[config.mk]
export PLATFORM = sky130hd
export DESIGN_NAME = pdu_input_ctrl
export DESIGN_NICKNAME = d
export VERILOG_FILES = /design/src/rtl/pdu_pkg.sv /design/src/rtl/pdu_edge_sync.sv /design/src/rtl/pdu_input_ctrl.sv
export SDC_FILE = /design/constraint.sdc
export NUM_CORES = 1
export LEC_CHECK = 0
export CAP_MARGIN = 0
export CORE_UTILIZATION = 30
export CTS_BUF_LIST = sky130_fd_sc_hd__clkbuf_16
export DETAILED_ROUTE_END_ITERATION = 16
export HOLD_SLACK_MARGIN = 0.12
export SYNTH_ARGS = -nofsm -noshare
export SYNTH_HDL_FRONTEND = slang
export SYNTH_SLANG_ARGS = --single-unit
export TNS_END_PERCENT = 10
[constraint.sdc]
create_clock -name clk -period 7.08 [get_ports clk]
set_input_delay 1.416 -clock clk [delete_from_list [all_inputs] [get_ports clk]]
set_output_delay 1.416 -clock clk [all_outputs]
set_load 0.01 [all_outputs]
[src/rtl/pdu_pkg.sv]
// rtl/pdu_pkg.sv - shared types and constants for the PDU input controller
package pdu_pkg;

    typedef enum logic [1:0] {
        HALT = 2'd0,
        STEP = 2'd1,
        RUN  = 2'd2
    } pdu_state_e;

    localparam int DIG_MAX    = 8;
    localparam int SYNC_DEPTH = 2;
    localparam int DB_CYCLES  = 8;

    // Index of the set bit of a one-hot digit vector (0 when empty)
    function automatic logic [3:0] onehot_idx(input logic [15:0] v);
        logic [3:0] idx;
        idx = 4'd0;
        for (int i = 0; i < 16; i++) begin
            if (v[i]) begin
                idx = idx | 4'(i);
            end
        end
        return idx;
    endfunction

endpackage

[src/rtl/pdu_edge_sync.sv]
// rtl/pdu_edge_sync.sv - input synchroniser, optional PDU_DEBOUNCE_EN filter, registered rising-edge pulse
module pdu_edge_sync
    import pdu_pkg::*;
#(
    parameter int W = 1
) (
    input  logic         clk,
    input  logic         rst,
    input  logic [W-1:0] din,
    output logic [W-1:0] rise
);

    logic [SYNC_DEPTH-1:0][W-1:0] sync_q, sync_d;
    logic [W-1:0] lvl;
    logic [W-1:0] prev_q, prev_d;
    logic [W-1:0] rise_q, rise_d;

    always_comb begin
        sync_d[0] = din;
        for (int i = 1; i < SYNC_DEPTH; i++) begin
            sync_d[i] = sync_q[i-1];
        end
    end

`ifdef PDU_DEBOUNCE_EN
    logic [W-1:0]      filt_q, filt_d;
    logic [W-1:0][3:0] cnt_q, cnt_d;

    // The filtered level follows the raw level only after it has disagreed for DB_CYCLES cycles in a row
    always_comb begin
        filt_d = filt_q;
        cnt_d  = cnt_q;
        for (int i = 0; i < W; i++) begin
            if (sync_q[SYNC_DEPTH-1][i] == filt_q[i]) begin
                cnt_d[i] = 4'd0;
            end else if (cnt_q[i] == 4'(DB_CYCLES - 1)) begin
                filt_d[i] = sync_q[SYNC_DEPTH-1][i];
                cnt_d[i]  = 4'd0;
            end else begin
                cnt_d[i] = cnt_q[i] + 4'd1;
            end
        end
    end

    always_ff @(posedge clk or posedge rst) begin
        if (rst) begin
            filt_q <= '0;
            cnt_q  <= '0;
        end else begin
            filt_q <= filt_d;
            cnt_q  <= cnt_d;
        end
    end

    assign lvl = filt_q;
`else
    assign lvl = sync_q[SYNC_DEPTH-1];
`endif

    always_comb begin
        prev_d = lvl;
        rise_d = lvl & ~prev_q;
    end

    always_ff @(posedge clk or posedge rst) begin
        if (rst) begin
            sync_q <= '0;
            prev_q <= '0;
            rise_q <= '0;
        end else begin
            sync_q <= sync_d;
            prev_q <= prev_d;
            rise_q <= rise_d;
        end
    end

    assign rise = rise_q;

endmodule

[src/rtl/pdu_input_ctrl.sv]
// rtl/pdu_input_ctrl.sv - board input front end: hex entry, CPU I/O handshake, run control (PDU_DEBOUNCE_EN selects input filtering)
module pdu_input_ctrl
    import pdu_pkg::*;
#(
    parameter int DW = 32,
    parameter int CW = 16
) (
    input  logic          clk,
    input  logic          rst,
    input  logic [15:0]   hd,
    input  logic          ent,
    input  logic          chk,
    input  logic          step,
    input  logic          cont,
    input  logic          cpu_halt,
    input  logic          in_rdy,
    output logic          cpu_en,
    output logic [DW-1:0] in_data,
    output logic          in_vld,
    output logic [7:0]    chk_addr,
    output logic [DW-1:0] buf_out,
    output logic [3:0]    dig_cnt,
    output logic          err,
    output logic [CW-1:0] cyc_cnt
);

    logic [15:0] hd_rise;
    logic [1:0]  btn_rise;
    logic        ent_e, step_e, multi_dig, any_dig;

    logic [SYNC_DEPTH-1:0][1:0] lvl_q, lvl_d;
    logic                       chk_s, cont_s;

    pdu_state_e    state_q, state_d;
    logic [DW-1:0] buf_q, buf_d, in_data_q, in_data_d;
    logic [3:0]    dig_cnt_q, dig_cnt_d;
    logic [7:0]    chk_addr_q, chk_addr_d;
    logic [CW-1:0] cyc_cnt_q, cyc_cnt_d;
    logic          in_vld_q, in_vld_d, err_q, err_d, cpu_en_q, cpu_en_d;

    pdu_edge_sync #(.W(16)) u_hd_sync (
        .clk  (clk),
        .rst  (rst),
        .din  (hd),
        .rise (hd_rise)
    );

    pdu_edge_sync #(.W(2)) u_btn_sync (
        .clk  (clk),
        .rst  (rst),
        .din  ({ent, step}),
        .rise (btn_rise)
    );

    assign ent_e     = btn_rise[1];
    assign step_e    = btn_rise[0];
    assign any_dig   = |hd_rise;
    assign multi_dig = |(hd_rise & (hd_rise - 16'd1));
    assign chk_s     = lvl_q[SYNC_DEPTH-1][1];
    assign cont_s    = lvl_q[SYNC_DEPTH-1][0];

    always_comb begin
        lvl_d[0] = {chk, cont};
        for (int i = 1; i < SYNC_DEPTH; i++) begin
            lvl_d[i] = lvl_q[i-1];
        end

        buf_d      = buf_q;
        dig_cnt_d  = dig_cnt_q;
        in_data_d  = in_data_q;
        in_vld_d   = in_vld_q;
        chk_addr_d = chk_addr_q;
        err_d      = 1'b0;

        if (in_vld_q && in_rdy) begin
            in_vld_d = 1'b0;
        end

        // A commit always sees the buffer as it was; a digit arriving with it is lost
        if (ent_e) begin
            if (chk_s) begin
                chk_addr_d = buf_q[7:0];
                buf_d      = '0;
                dig_cnt_d  = 4'd0;
            end else if (!in_vld_q) begin
                in_data_d = buf_q;
                in_vld_d  = 1'b1;
                buf_d     = '0;
                dig_cnt_d = 4'd0;
            end else begin
                err_d = 1'b1;
            end
            if (any_dig) begin
                err_d = 1'b1;
            end
        end else if (any_dig) begin
            if (multi_dig) begin
                err_d = 1'b1;
            end else begin
                buf_d = {buf_q[DW-5:0], onehot_idx(hd_rise)};
                if (dig_cnt_q < 4'(DIG_MAX)) begin
                    dig_cnt_d = dig_cnt_q + 4'd1;
                end
            end
        end

        state_d = state_q;
        case (state_q)
            HALT: begin
                if (step_e && !chk_s) begin
                    state_d = STEP;
                end else if (cont_s && !chk_s && !cpu_halt) begin
                    state_d = RUN;
                end
            end
            STEP:    state_d = HALT;
            RUN: begin
                if (chk_s || !cont_s || cpu_halt) begin
                    state_d = HALT;
                end
            end
            default: state_d = HALT;
        endcase

        cpu_en_d  = (state_d != HALT);
        cyc_cnt_d = cpu_en_q ? cyc_cnt_q + CW'(1) : cyc_cnt_q;
    end

    always_ff @(posedge clk or posedge rst) begin
        if (rst) begin
            lvl_q      <= '0;
            state_q    <= HALT;
            buf_q      <= '0;
            dig_cnt_q  <= '0;
            in_data_q  <= '0;
            in_vld_q   <= 1'b0;
            chk_addr_q <= '0;
            err_q      <= 1'b0;
            cpu_en_q   <= 1'b0;
            cyc_cnt_q  <= '0;
        end else begin
            lvl_q      <= lvl_d;
            state_q    <= state_d;
            buf_q      <= buf_d;
            dig_cnt_q  <= dig_cnt_d;
            in_data_q  <= in_data_d;
            in_vld_q   <= in_vld_d;
            chk_addr_q <= chk_addr_d;
            err_q      <= err_d;
            cpu_en_q   <= cpu_en_d;
            cyc_cnt_q  <= cyc_cnt_d;
        end
    end

    assign cpu_en   = cpu_en_q;
    assign in_data  = in_data_q;
    assign in_vld   = in_vld_q;
    assign chk_addr = chk_addr_q;
    assign buf_out  = buf_q;
    assign dig_cnt  = dig_cnt_q;
    assign err      = err_q;
    assign cyc_cnt  = cyc_cnt_q;

endmodule
==> flow_summary_export.csv <==
group,metric,value,unit
outcome,status,"finished, final reports clean",
worst_setup_path,cp.arrival,3.51,ns
final_layout,layout_common_cells,"dfrtp_1, clkdlybuf4s50_1, mux2_2, a22o_1, nor2b_1",
drt,route.vias.total,3591,
worst_setup_path,path_class,"flop to flop",
synthesis,syn-num-nets,411,
synthesis,synthCells,385,
synthesis,async_flop_share,1.00,
floorplanning,initial_core_util,0.306,
synthesis,ys_types,47,
power,leakage,3.56,nW
worst_setup_path,reg2reg_slack,3.87,ns
worst_setup_path,worstPathCellList,"or4_1 -> o41a_1 -> a2111o_1 -> a211oi_2 -> and2_2 -> o21ai_2 -> buf_4 -> a22o_1",
drt,drtIter0Drc,130,
worst_setup_path,crit_buf_inv,1,
drt,post-route-drc-count,0,
timing,max_slew_margin,0.208,
global_routing,gr-total-overflow,0,
floorplanning,die_h,143,um
final_layout,finish.utilization,0.411,
timing,finalCritPeriodShare,0.454,
synthesis,ys_seq_area_frac,0.726,
cts,cts_inserted_buffers,17,
final_layout,num-nets-final,541,
worst_hold_path,min_path_cells,0,
global_routing,grt_max_degree,102,
synthesis,synth-edff-count,0,
power,p_int,0.00163,W
worst_setup_path,crit_path_top_delay_cell,"or4_1",
power,pwr-share-seq,0.510,
placement,dp_hpwl,8140,um
cts,clock_path_buffers,2,
timing,rsz0062_at_grt,"false",
cts,cts_resized,0,
timing,skew,0.00919,ns
timing,period_needed,3.21,ns
cts,cts_tree,"done",
global_routing,antenna_found_initial,0,
cts,clkSinkCount,173,
power,clkPwrFrac,0.403,
worst_setup_path,timing.rr.start,"u_hd_sync.rise[2]$_DFF_PP0_",
synthesis,synth-seq-cells,173,
floorplanning,die_x,143,um
timing,fin_setup_tns,0,ns
worst_hold_path,min_from,"u_hd_sync.sync_d[27]$_DFF_PP0_",
final_layout,fillers,1760,
power,pwr-share-comb,0.087,
floorplanning,dieArea,20400,sq um
drt,ant_nets,0,
global_routing,grt_usage,0.126,
power,power.switching,0.000513,W
cts,clkTransAtPathRegs,0.07,ns
cts,insertion_delay,0.42,ns
placement,gp_congestion,0.844,
final_layout,final_common_cell,"dfrtp_1",
synthesis,ys_warn_count,0,
power,ir_worst_vdd,193,uV
synthesis,syn_avg_cell_area,15.5,sq um
timing,clock.fmax,311,MHz
timing,report.final.slew_viol_count,0,
timing,timing_hold_violations_final,0,
final_layout,fin_area,8000,sq um
worst_setup_path,cp.required,7.38,ns
floorplanning,num_rows,51,
power,swShare,0.240,
placement,port_buffers,118,
cts,hold_buffers,0,
cts,post_cts_buffers,0,
final_layout,n_antenna_cell,0,
cts,root_buffer,"clkbuf_16",
worst_setup_path,path_delay_family,"compound AO/OA/AOI/OAI gates",
flow_run,cap_violations,0,
drt,wl,11800,um
power,power.density,267,nW/um^2
worst_setup_path,critPathLaunchType,"flop",
timing,tightest_slew,1.18,ns
worst_setup_path,critPathMaxStageDelay,0.65,ns
final_layout,drive_above_1_share,0.157,
worst_setup_path,rr_endpoint,"buf_out[23]$_DFFE_PP0P_",
drt,wl_per_cell,14.9,um
worst_setup_path,cp_max_fo,16,
worst_setup_path,crit_path_end_kind,"flop",
worst_setup_path,r2r_cells,8,
worst_hold_path,holdPathEnd,"u_hd_sync.lvl[11]$_DFF_PP0_",
timing,setup_viol,0,
synthesis,ys.flop_type,"dfrtp_1",
global_routing,grt_first_pass_wirelength,19500,um
floorplanning,num_io_pins,119,
cts,htreeDepth,4,
worst_hold_path,worst_hold_path_type,"flop to flop",
power,power,0.00214,W
drt,dr.pass1.iters,4,
floorplanning,core,19500,sq um
drt,routed_via_density,4.53,
global_routing,grt_pass1_vias,3531,
synthesis,syn_area,5960,sq um
final_layout,area_growth,34.3,%
placement,placed_area,7460,sq um
==> final cells by class <==
type | instances | area, sq um | share of cell area
clock buffer | 17 | 425 | 0.0531
clock inverter | 14 | 120 | 0.0150
inverter | 4 | 20.0 | 0.00250
multi-input combinational | 197 | 1570 | 0.196
sequential | 173 | 4330 | 0.541
tap | 265 | 332 | 0.0414
timing repair buffer | 122 | 1210 | 0.151
==> registers in the layout, summed over array words and instances, names as in the netlist <==
register / flops
u_hd_sync.sync_d: 16
u_btn_sync.rise: 2
in_data: 32
lvl_d: 2
cont_s: 1
err: 1
state_q: 2
chk_s: 1
u_btn_sync.lvl: 2
u_btn_sync.prev_q: 2
u_hd_sync.rise: 16
u_hd_sync.prev_q: 16
u_btn_sync.sync_d: 2
cpu_en: 1
in_vld: 1
u_hd_sync.lvl: 16
buf_out: 32
dig_cnt: 4
chk_addr: 8
cyc_cnt: 16
==> worst reg2reg max path, stage by stage, from the launching register on <==
cell and delay [ns]:
dfrtp_1 0.41, or4_1 0.65, o41a_1 0.46, a2111o_1 0.36, a211oi_2 0.29, and2_2 0.24, o21ai_2 0.21, buf_4 0.28
a22o_1 0.19
==> synth_stat cells (2+ instances only) <==
master / count / area [sq um]
o21ai_0: 5 / 25.0
mux2_2: 41 / 462
or2_2: 3 / 18.8
ha_1: 2 / 25.0
xnor2_1: 11 / 96.3
nand4_1: 5 / 31.3
a21o_1: 2 / 15.0
buf_2: 7 / 35.0
nor2_1: 7 / 26.3
nor3_1: 8 / 40.0
nand3_1: 7 / 35.0
a2111o_1: 2 / 22.5
a22o_1: 29 / 254
xor2_1: 4 / 35.0
clkbuf_1: 3 / 11.3
nor2b_1: 19 / 119
dfrtp_1: 173 / 4330
nor4_1: 3 / 18.8
or4_1: 3 / 22.5
nand2_1: 13 / 48.8
and3_1: 5 / 31.3
nand3b_1: 2 / 15.0
a21oi_1: 3 / 15.0
o31a_1: 2 / 17.5
inv_1: 4 / 15.0
==> worst max path at each step <==
| stage | cells after the start | end | slack [ns] | startpoint |
|---|---|---|---|---|
| floorplan | 1 | buf_out[0]$_DFFE_PP0P_ | 0.98 | rst |
| global placement | 3 | cyc_cnt[15]$_DFFE_PP0P_ | 3.61 | rst |
| detailed placement | 3 | cyc_cnt[10]$_DFFE_PP0P_ | 3.51 | rst |
| CTS | 8 | buf_out[30]$_DFFE_PP0P_ | 3.86 | u_hd_sync.rise[2]$_DFF_PP0_ |
| global route | 8 | buf_out[30]$_DFFE_PP0P_ | 3.71 | u_hd_sync.rise[2]$_DFF_PP0_ |
| finish | 8 | buf_out[23]$_DFFE_PP0P_ | 3.87 | u_hd_sync.rise[2]$_DFF_PP0_ |
==> kinds of logic (layout without fill, tap and decap cells) <==
| group | count (synthesis) | after routing | synth area share |
|---|---|---|---|
| flops | 173 | 173 | 0.726 |
| xor+xnor | 15 | 15 | 0.0220 |
| simple gates | 81 | 81 | 0.0758 |
| buf+inv | 15 | 157 | 0.0122 |
| mux | 42 | 42 | 0.0791 |
| compound gates | 56 | 56 | 0.0785 |
| fa+ha+maj | 3 | 3 | 0.00609 |
==> power by group through the flow <==
stage | clock [W] | combinational [W] | sequential, W
global placement | 0 | 0.000185 | 0.00111
global route | 0.000938 | 0.000204 | 0.00110
floorplan | 0 | 0.0000814 | 0.00111
CTS | 0.000889 | 0.000190 | 0.00109
finish | 0.000862 | 0.000186 | 0.00109
detailed placement | 0 | 0.000189 | 0.00111
==> metrics by stage <==
stage                     setup slack (ns)  hold slack [ns]  instances
final                                 3.87            0.347        792
after global routing                  3.71            0.352        792
after floorplan                      0.976            0.331        385
after detailed placement              3.51            0.335        761
after global placement                3.61            0.332        761
after CTS                             3.86            0.349        792
==> metal layers <==
metal | GRT usage | wire length (um)
met5 | 0 | 0
met4 | 0.0458 | 132
met3 | 0.0359 | 618
met2 | 0.200 | 5740
met1 | 0.164 | 5350
(Power assumes the default switching activity.)
